File: config.mk
export PLATFORM = sky130hd
export DESIGN_NAME = gmii_rx_deframer
export DESIGN_NICKNAME = d
export VERILOG_FILES = /design/src/rtl/gmii_rx_deframer_pkg.sv /design/src/rtl/sd_fifo_c.sv /design/src/rtl/gmii_rx_deframer.sv
export SDC_FILE = /design/constraint.sdc
export NUM_CORES = 1
export LEC_CHECK = 0
export CORE_ASPECT_RATIO = 0.7
export CORE_MARGIN = 5
export CORE_UTILIZATION = 30
export CTS_BUF_LIST = sky130_fd_sc_hd__clkbuf_8
export CTS_CLUSTER_SIZE = 24
export DETAILED_ROUTE_END_ITERATION = 16
export PLACE_DENSITY = 0.56
export SETUP_SLACK_MARGIN = 0.4
export SLEW_MARGIN = 10
export SYNTH_ARGS = -nofsm -noshare
export SYNTH_HDL_FRONTEND = slang
export SYNTH_SLANG_ARGS = --single-unit
export TNS_END_PERCENT = 20
File: constraint.sdc
create_clock -name clk -period 3.2 [get_ports clk]
set_input_delay 0.32 -clock clk [delete_from_list [all_inputs] [get_ports clk]]
set_output_delay 0.32 -clock clk [all_outputs]
set_load 0.01 [all_outputs]
File: src/rtl/gmii_rx_deframer_pkg.sv
// Shared constants for the GMII receive path: packet codes, framing bytes, CRC.
package gmii_rx_deframer_pkg;

  localparam logic [1:0] PC_DATA   = 2'b00;
  localparam logic [1:0] PC_SOP    = 2'b01;
  localparam logic [1:0] PC_EOP    = 2'b10;
  localparam logic [1:0] PC_BADEOP = 2'b11;

  localparam logic [7:0] GMII_PRE = 8'h55;
  localparam logic [7:0] GMII_SFD = 8'hD5;

  localparam logic [31:0] CRC_POLY    = 32'h04C11DB7;
  localparam logic [31:0] CRC_INIT    = 32'hFFFFFFFF;
  localparam logic [31:0] CRC_RESIDUE = 32'hC704DD7B;

  typedef enum logic [2:0] {
    ST_IDLE,
    ST_PRE,
    ST_DATA,
    ST_DROP,
    ST_FLUSH
  } rx_state_t;

endpackage

File: src/rtl/sd_fifo_c.sv
// srdy/drdy FIFO; head entry reads as zero while empty.
module sd_fifo_c #(
  parameter int unsigned WIDTH = 10,
  parameter int unsigned DEPTH = 16
) (
  input  logic             clk,
  input  logic             reset,
  input  logic             c_srdy,
  output logic             c_drdy,
  input  logic [WIDTH-1:0] c_data,
  output logic             p_srdy,
  input  logic             p_drdy,
  output logic [WIDTH-1:0] p_data
);

  localparam int unsigned AW = $clog2(DEPTH);

  logic [WIDTH-1:0] r_mem [DEPTH];
  logic [AW:0]      r_wr_ptr;
  logic [AW:0]      r_rd_ptr;
  logic             w_empty;
  logic             w_full;
  logic             w_wr;
  logic             w_rd;

  assign w_empty = (r_wr_ptr == r_rd_ptr);
  assign w_full  = (r_wr_ptr[AW] != r_rd_ptr[AW]) &&
                   (r_wr_ptr[AW-1:0] == r_rd_ptr[AW-1:0]);
  assign w_wr    = c_srdy && !w_full;
  assign w_rd    = p_drdy && !w_empty;
  assign c_drdy  = !w_full;
  assign p_srdy  = !w_empty;
  assign p_data  = w_empty ? '0 : r_mem[r_rd_ptr[AW-1:0]];

  // Storage array, written on accepted input.
  always_ff @(posedge clk) begin
    if (w_wr) r_mem[r_wr_ptr[AW-1:0]] <= c_data;
  end

  // Read/write pointers with wrap bit for full/empty distinction.
  always_ff @(posedge clk or posedge reset) begin
    if (reset) begin
      r_wr_ptr <= '0;
      r_rd_ptr <= '0;
    end else begin
      if (w_wr) r_wr_ptr <= r_wr_ptr + 1'b1;
      if (w_rd) r_rd_ptr <= r_rd_ptr + 1'b1;
    end
  end

endmodule

File: src/rtl/gmii_rx_deframer.sv
// GMII receive deframer: strips preamble/SFD, checks FCS and length,
// emits tagged bytes through a FIFO and counts good/bad frames.
module gmii_rx_deframer
  import gmii_rx_deframer_pkg::*;
#(
  parameter int unsigned FIFO_DEPTH = 16,
  parameter int unsigned MIN_LEN    = 64,
  parameter int unsigned MAX_LEN    = 1518
) (
  input  logic        clk,
  input  logic        reset,
  input  logic [7:0]  gmii_rxd,
  input  logic        gmii_rx_dv,
  input  logic        gmii_rx_er,
  output logic        rxg_srdy,
  input  logic        rxg_drdy,
  output logic [1:0]  rxg_code,
  output logic [7:0]  rxg_data,
  output logic [15:0] good_cnt,
  output logic [15:0] bad_cnt
);

  localparam int unsigned LEN_W = $clog2(MAX_LEN + 2);
  localparam logic [LEN_W-1:0] LEN_SAT = LEN_W'(MAX_LEN + 1);

  function automatic logic [31:0] crc_next(input logic [31:0] c, input logic [7:0] d);
    logic [31:0] r;
    r = c;
    for (int unsigned i = 0; i < 8; i++) begin
      if (r[31] ^ d[i]) r = {r[30:0], 1'b0} ^ CRC_POLY;
      else              r = {r[30:0], 1'b0};
    end
    return r;
  endfunction

  rx_state_t        r_state, w_state_nxt;
  logic [7:0]       r_rxd;
  logic             r_dv, r_er;
  logic [31:0]      r_crc, w_crc_nxt;
  logic [LEN_W-1:0] r_len, w_len_nxt;
  logic [7:0]       r_stg, w_stg_nxt;
  logic             r_stg_vld, w_stg_vld_nxt;
  logic             r_sop_done, w_sop_done_nxt;
  logic             r_err, w_err_nxt;
  logic             r_flush_pend, w_flush_pend_nxt;
  logic [15:0]      r_good, r_bad;
  logic             w_wr, w_good_inc, w_bad_inc;
  logic [1:0]       w_wr_code;
  logic [7:0]       w_wr_data;
  logic             w_fifo_rdy, w_full;
  logic [9:0]       w_wr_word, w_rd_word;

  assign w_full    = !w_fifo_rdy;
  assign w_wr_word = {w_wr_code, w_wr_data};
  assign rxg_code  = w_rd_word[9:8];
  assign rxg_data  = w_rd_word[7:0];
  assign good_cnt  = r_good;
  assign bad_cnt   = r_bad;

  // Input sampling stage.
  always_ff @(posedge clk or posedge reset) begin
    if (reset) begin
      r_rxd <= '0;
      r_dv  <= 1'b0;
      r_er  <= 1'b0;
    end else begin
      r_rxd <= gmii_rxd;
      r_dv  <= gmii_rx_dv;
      r_er  <= gmii_rx_er;
    end
  end

  // FSM and per-frame state registers, plus saturating counters.
  always_ff @(posedge clk or posedge reset) begin
    if (reset) begin
      r_state      <= ST_IDLE;
      r_crc        <= '0;
      r_len        <= '0;
      r_stg        <= '0;
      r_stg_vld    <= 1'b0;
      r_sop_done   <= 1'b0;
      r_err        <= 1'b0;
      r_flush_pend <= 1'b0;
      r_good       <= '0;
      r_bad        <= '0;
    end else begin
      r_state      <= w_state_nxt;
      r_crc        <= w_crc_nxt;
      r_len        <= w_len_nxt;
      r_stg        <= w_stg_nxt;
      r_stg_vld    <= w_stg_vld_nxt;
      r_sop_done   <= w_sop_done_nxt;
      r_err        <= w_err_nxt;
      r_flush_pend <= w_flush_pend_nxt;
      if (w_good_inc && r_good != '1) r_good <= r_good + 16'd1;
      if (w_bad_inc  && r_bad  != '1) r_bad  <= r_bad + 16'd1;
    end
  end

  // Next-state, FIFO write and counter-increment decisions.
  // A mid-frame overflow after SOP reuses DROP with r_flush_pend set, so the
  // frame is closed by FLUSH once rx_dv falls.
  always_comb begin
    w_state_nxt      = r_state;
    w_crc_nxt        = r_crc;
    w_len_nxt        = r_len;
    w_stg_nxt        = r_stg;
    w_stg_vld_nxt    = r_stg_vld;
    w_sop_done_nxt   = r_sop_done;
    w_err_nxt        = r_err;
    w_flush_pend_nxt = r_flush_pend;
    w_wr             = 1'b0;
    w_wr_code        = PC_DATA;
    w_wr_data        = '0;
    w_good_inc       = 1'b0;
    w_bad_inc        = 1'b0;
    case (r_state)
      ST_IDLE: begin
        if (r_dv) begin
          if (r_rxd == GMII_PRE) begin
            w_state_nxt = ST_PRE;
          end else begin
            w_state_nxt      = ST_DROP;
            w_flush_pend_nxt = 1'b0;
            w_bad_inc        = 1'b1;
          end
        end
      end
      ST_PRE: begin
        if (!r_dv) begin
          w_state_nxt = ST_IDLE;
          w_bad_inc   = 1'b1;
        end else if (r_er || (r_rxd != GMII_PRE && r_rxd != GMII_SFD)) begin
          w_state_nxt      = ST_DROP;
          w_flush_pend_nxt = 1'b0;
          w_bad_inc        = 1'b1;
        end else if (r_rxd == GMII_SFD) begin
          w_state_nxt      = ST_DATA;
          w_crc_nxt        = CRC_INIT;
          w_len_nxt        = '0;
          w_stg_vld_nxt    = 1'b0;
          w_sop_done_nxt   = 1'b0;
          w_err_nxt        = 1'b0;
          w_flush_pend_nxt = 1'b0;
        end
      end
      ST_DATA: begin
        if (r_dv) begin
          if (r_stg_vld && w_full) begin
            w_state_nxt      = ST_DROP;
            w_flush_pend_nxt = r_sop_done;
            w_bad_inc        = !r_sop_done;
          end else begin
            w_crc_nxt     = crc_next(r_crc, r_rxd);
            w_len_nxt     = (r_len == LEN_SAT) ? r_len : r_len + LEN_W'(1);
            w_stg_nxt     = r_rxd;
            w_stg_vld_nxt = 1'b1;
            w_err_nxt     = r_err | r_er;
            if (r_stg_vld) begin
              w_wr           = 1'b1;
              w_wr_code      = r_sop_done ? PC_DATA : PC_SOP;
              w_wr_data      = r_stg;
              w_sop_done_nxt = 1'b1;
            end
          end
        end else begin
          w_state_nxt = ST_IDLE;
          if (!r_sop_done) begin
            w_bad_inc = 1'b1;
          end else if (w_full) begin
            w_state_nxt = ST_FLUSH;
          end else begin
            w_wr      = 1'b1;
            w_wr_data = r_stg;
            if (r_crc == CRC_RESIDUE && r_len >= LEN_W'(MIN_LEN) &&
                r_len <= LEN_W'(MAX_LEN) && !r_err) begin
              w_wr_code  = PC_EOP;
              w_good_inc = 1'b1;
            end else begin
              w_wr_code = PC_BADEOP;
              w_bad_inc = 1'b1;
            end
          end
        end
      end
      ST_DROP: begin
        if (!r_dv) begin
          w_state_nxt      = r_flush_pend ? ST_FLUSH : ST_IDLE;
          w_flush_pend_nxt = 1'b0;
        end
      end
      ST_FLUSH: begin
        if (!w_full) begin
          w_wr        = 1'b1;
          w_wr_code   = PC_BADEOP;
          w_wr_data   = '0;
          w_bad_inc   = 1'b1;
          w_state_nxt = ST_IDLE;
        end
      end
      default: w_state_nxt = ST_IDLE;
    endcase
  end

  sd_fifo_c #(
    .WIDTH(10),
    .DEPTH(FIFO_DEPTH)
  ) u_fifo (
    .clk    (clk),
    .reset  (reset),
    .c_srdy (w_wr),
    .c_drdy (w_fifo_rdy),
    .c_data (w_wr_word),
    .p_srdy (rxg_srdy),
    .p_drdy (rxg_drdy),
    .p_data (w_rd_word)
  );

endmodule

==> run_results.csv <==
group,metric,value,unit
die,dieHeight,178,um
synthesis,ys_top_cells_by_count,"160 x edfxtp_1, 110 x dfrtp_1, 68 x nor2_1",
die,fp.dieW,250,um
synthesis,synth_edf_count,160,
setup_path,cp_top_family,"multiplexers",
global_route,antenna_found_initial,0,
cells_and_area,antenna_cells,0,
synthesis,synth.area.top_cells,"edfxtp_1 40%, dfrtp_1 23%, mux4_2 9.3%",
setup_path,cp-end-kind,"output pin",
die,core,39800,um^2
setup_path,slowest_delay,460,ps
power_and_ir_drop,leakagePower,5.72,nW
synthesis,synth-xor-area-share,0.0979,
synthesis,synth.area.mux_share,0.0965,
clock_tree,cts_buffers,44,
synthesis,syn-num-nets,853,
route,vias_per_cell,4.82,
global_route,grt_pass1_vias,7449,
die,fp.dieArea,44600,um^2
synthesis,synth_compound_area_frac,0.0331,
clock_tree,insertion_delay,590,ps
synthesis,yosys.area_share.adder,0.00928,
clock_tree,clockBufferDepth,3,
clock_tree,cts_root_buf,"clkbuf_8",
synthesis,syn_inst,831,
route,drcViolationCount,0,
synthesis,async_flop_share,0.407,
route,wl,30300,um
timing,fin_crit_sh,0.949,
route,firstDrtPassIters,4,
setup_path,crit_path_start,"u_fifo.r_rd_ptr[0]",
setup_path,path_max_fanout,7,
synthesis,synth.top_cell.area_share,0.396,
timing,setup_viol,0,
cells_and_area,drive_gt1_frac,0.260,
setup_path,slowest_stage,"mux4_2",
synthesis,synth_top_family_by_area,"simple AND/OR/NAND/NOR gates",
timing,rsz0062_at_grt,"true",
die,placementRows,61,
setup_path,crit_type,"reg2out",
synthesis,yosys_register_bits,270,
timing,max_slew.worst_pin.slew,751,ps
timing,maxSlewViolCount,0,
placement,dp.final_hpwl,19000,um
route,top_layer,"met4",
clock_tree,cts_hold_buffers,0,
timing,slew-limit-headroom,0.493,
clock_tree,htreeDepth,2,
global_route,overflow,0,
route,wl_met2,12800,um
synthesis,syn_avg_cell_area,14.6,um^2
global_route,grt_pass1_wl,45900,um
job,maxCapViolCount,0,
worst_hold_path,hold_path_class,"in2async",
clock_tree,clock-sinks,270,
setup_path,crit_chain,"buf_4 -> buf_12 -> buf_16 -> buf_12 -> mux4_2 -> mux4_2 -> nor2b_1 -> buf_2",
setup_path,start_kind,"register",
die,ios,56,
synthesis,netlist_area,12100,um^2
synthesis,yosysTopAreaCell,"edfxtp_1",
timing,fin_tns_setup,0,ps
cells_and_area,syn_to_final_growth,23.1,%
outcome,outcome,"complete, no violations",
timing,hold_violations,0,
synthesis,yosysMostFrequentCell,"edfxtp_1",
synthesis,ys.flop_type,"edfxtp_1",
timing,fmax,329,MHz
clock_tree,cts_tree,"done",
synthesis,synth.distinct_cells,63,
synthesis,yosys_warnings,0,
route,drt_iter0_markers,623,
synthesis,synth-seq-area-share,0.623,
setup_path,required,2880,ps
setup_path,critPathBufInv,5,
route,ant_nets,0,
route,wl_met1,15000,um
power_and_ir_drop,p_per_area,923,nW/um^2
timing,skew,36.3,ps
cells_and_area,utilization,0.375,
cells_and_area,layout.nets,1004,
clock_tree,clk_pin_slew,70,ps
route,wl_per_cell,19.6,um
route,vias,7457,
setup_path,regToRegStartpoint,"u_fifo.r_rd_ptr[0]",
placement,port_buffers,55,
synthesis,synth-simple-area-share,0.125,
route,wl_met3,1990,um
global_route,grt_usage,0.133,
die,initial_core_util,0.305,
power_and_ir_drop,irDropWorstVdd,0.000331,V
setup_path,worstPathArrival,2720,ps
timing,fin_crit,3040,ps
global_route,grt_max_degree,95,
placement,gp_congestion,0.817,
## metrics by stage
step,cells,total power [mW],hold slack (ps),area [um^2],setup slack [ps]
2_1_floorplan,831,8.67,351,12100,537
5_1_grt,1547,14.6,108,14900,78.9
4_1_cts,1530,13.6,66.3,14700,138
6_report,1547,13.8,105,14900,164
3_3_place_gp,1431,10.4,458,13600,490
3_5_place_dp,1431,10.4,463,13600,428
## repair_timing
item | CTS | global route
resized for setup | 54 | 35
pin swaps | 0 | 4
cloned | 3 | 1
setup buffers | 20 | 16
endpoints found under the setup margin | 11 | 307
## worst paths after layout
kind	depth (start not counted)	slack (ps)	to
worst max register to register	11	390	bad_cnt[14]
max in group asynchronous	3	2190	u_fifo.r_rd_ptr[3]
worst max-delay path	8	160	rxg_data[4]
worst min register to register	2	470	r_stg[6]
worst min-delay path	2	100	bad_cnt[6]
min in group clk	1	190	r_rxd[3]
## registers in the layout, summed over array words and instances, names as in the netlist, 3 cells and up
name             cells
u_fifo.r_mem       160
r_crc               32
bad_cnt             16
good_cnt            16
r_len               11
r_rxd                8
r_stg                8
u_fifo.r_rd_ptr      5
u_fifo.r_wr_ptr      5
r_state              3
## cell type report
| class | instances | area (um^2) |
|---|---|---|
| clock buffer | 45 | 619 |
| clock inverter | 31 | 139 |
| fill | 3794 | 24900 |
| inverter | 9 | 37.5 |
| multi-input combinational | 520 | 4540 |
| sequential | 270 | 7560 |
| tap | 535 | 669 |
| timing repair buffer | 137 | 1360 |
## cell usage in the layout, fill, tap and decap left out, types with 4 or more instances in the layout
cell               n
a21oi_1           38
and3_1            20
xor2_2             7
nand2_1           56
nor3_2            13
nor4_2             4
dfrtp_1          107
clkinv_1           7
nor2b_1            9
nor3_1             4
nor2_1            66
nand4b_1           4
xnor2_1           56
inv_1             24
buf_2              5
buf_4             62
mux4_2            50
xor2_1            58
nand2b_1           5
nor2b_4            7
nand3_1           18
buf_6             11
buf_12            11
clkbuf_8          45
clkinv_2           5
o21ai_0            7
nand4_1           15
ha_1               9
nor4bb_1           4
clkdlybuf4s50_1   44
and4_1             5
edfxtp_1         160
## cells by family after synthesis
| family | count (synthesis) |
|---|---|
| AND/OR/NAND/NOR | 264 |
| buffers and inverters | 42 |
| adder cells (fa/ha/maj) | 9 |
| multiplexers | 54 |
| flip-flops | 270 |
| AO/OA/AOI/OAI | 67 |
| XOR/XNOR | 125 |
## power breakdown
part	internal [mW]	switching [mW]	leakage, nW	total [mW]
combinational	3.23	3.00	2.44	6.23
clock	1.31	1.38	0.450	2.69
sequential	4.32	0.558	2.83	4.88
total	8.86	4.93	5.72	13.8
## metal layers
layer,global-route usage,vias up
met5,0,-
met4,0.0382,0
met3,0.0312,43
met2,0.190,212
met1,0.202,3801
li1,-,3401
(Power assumes the default switching activity.)
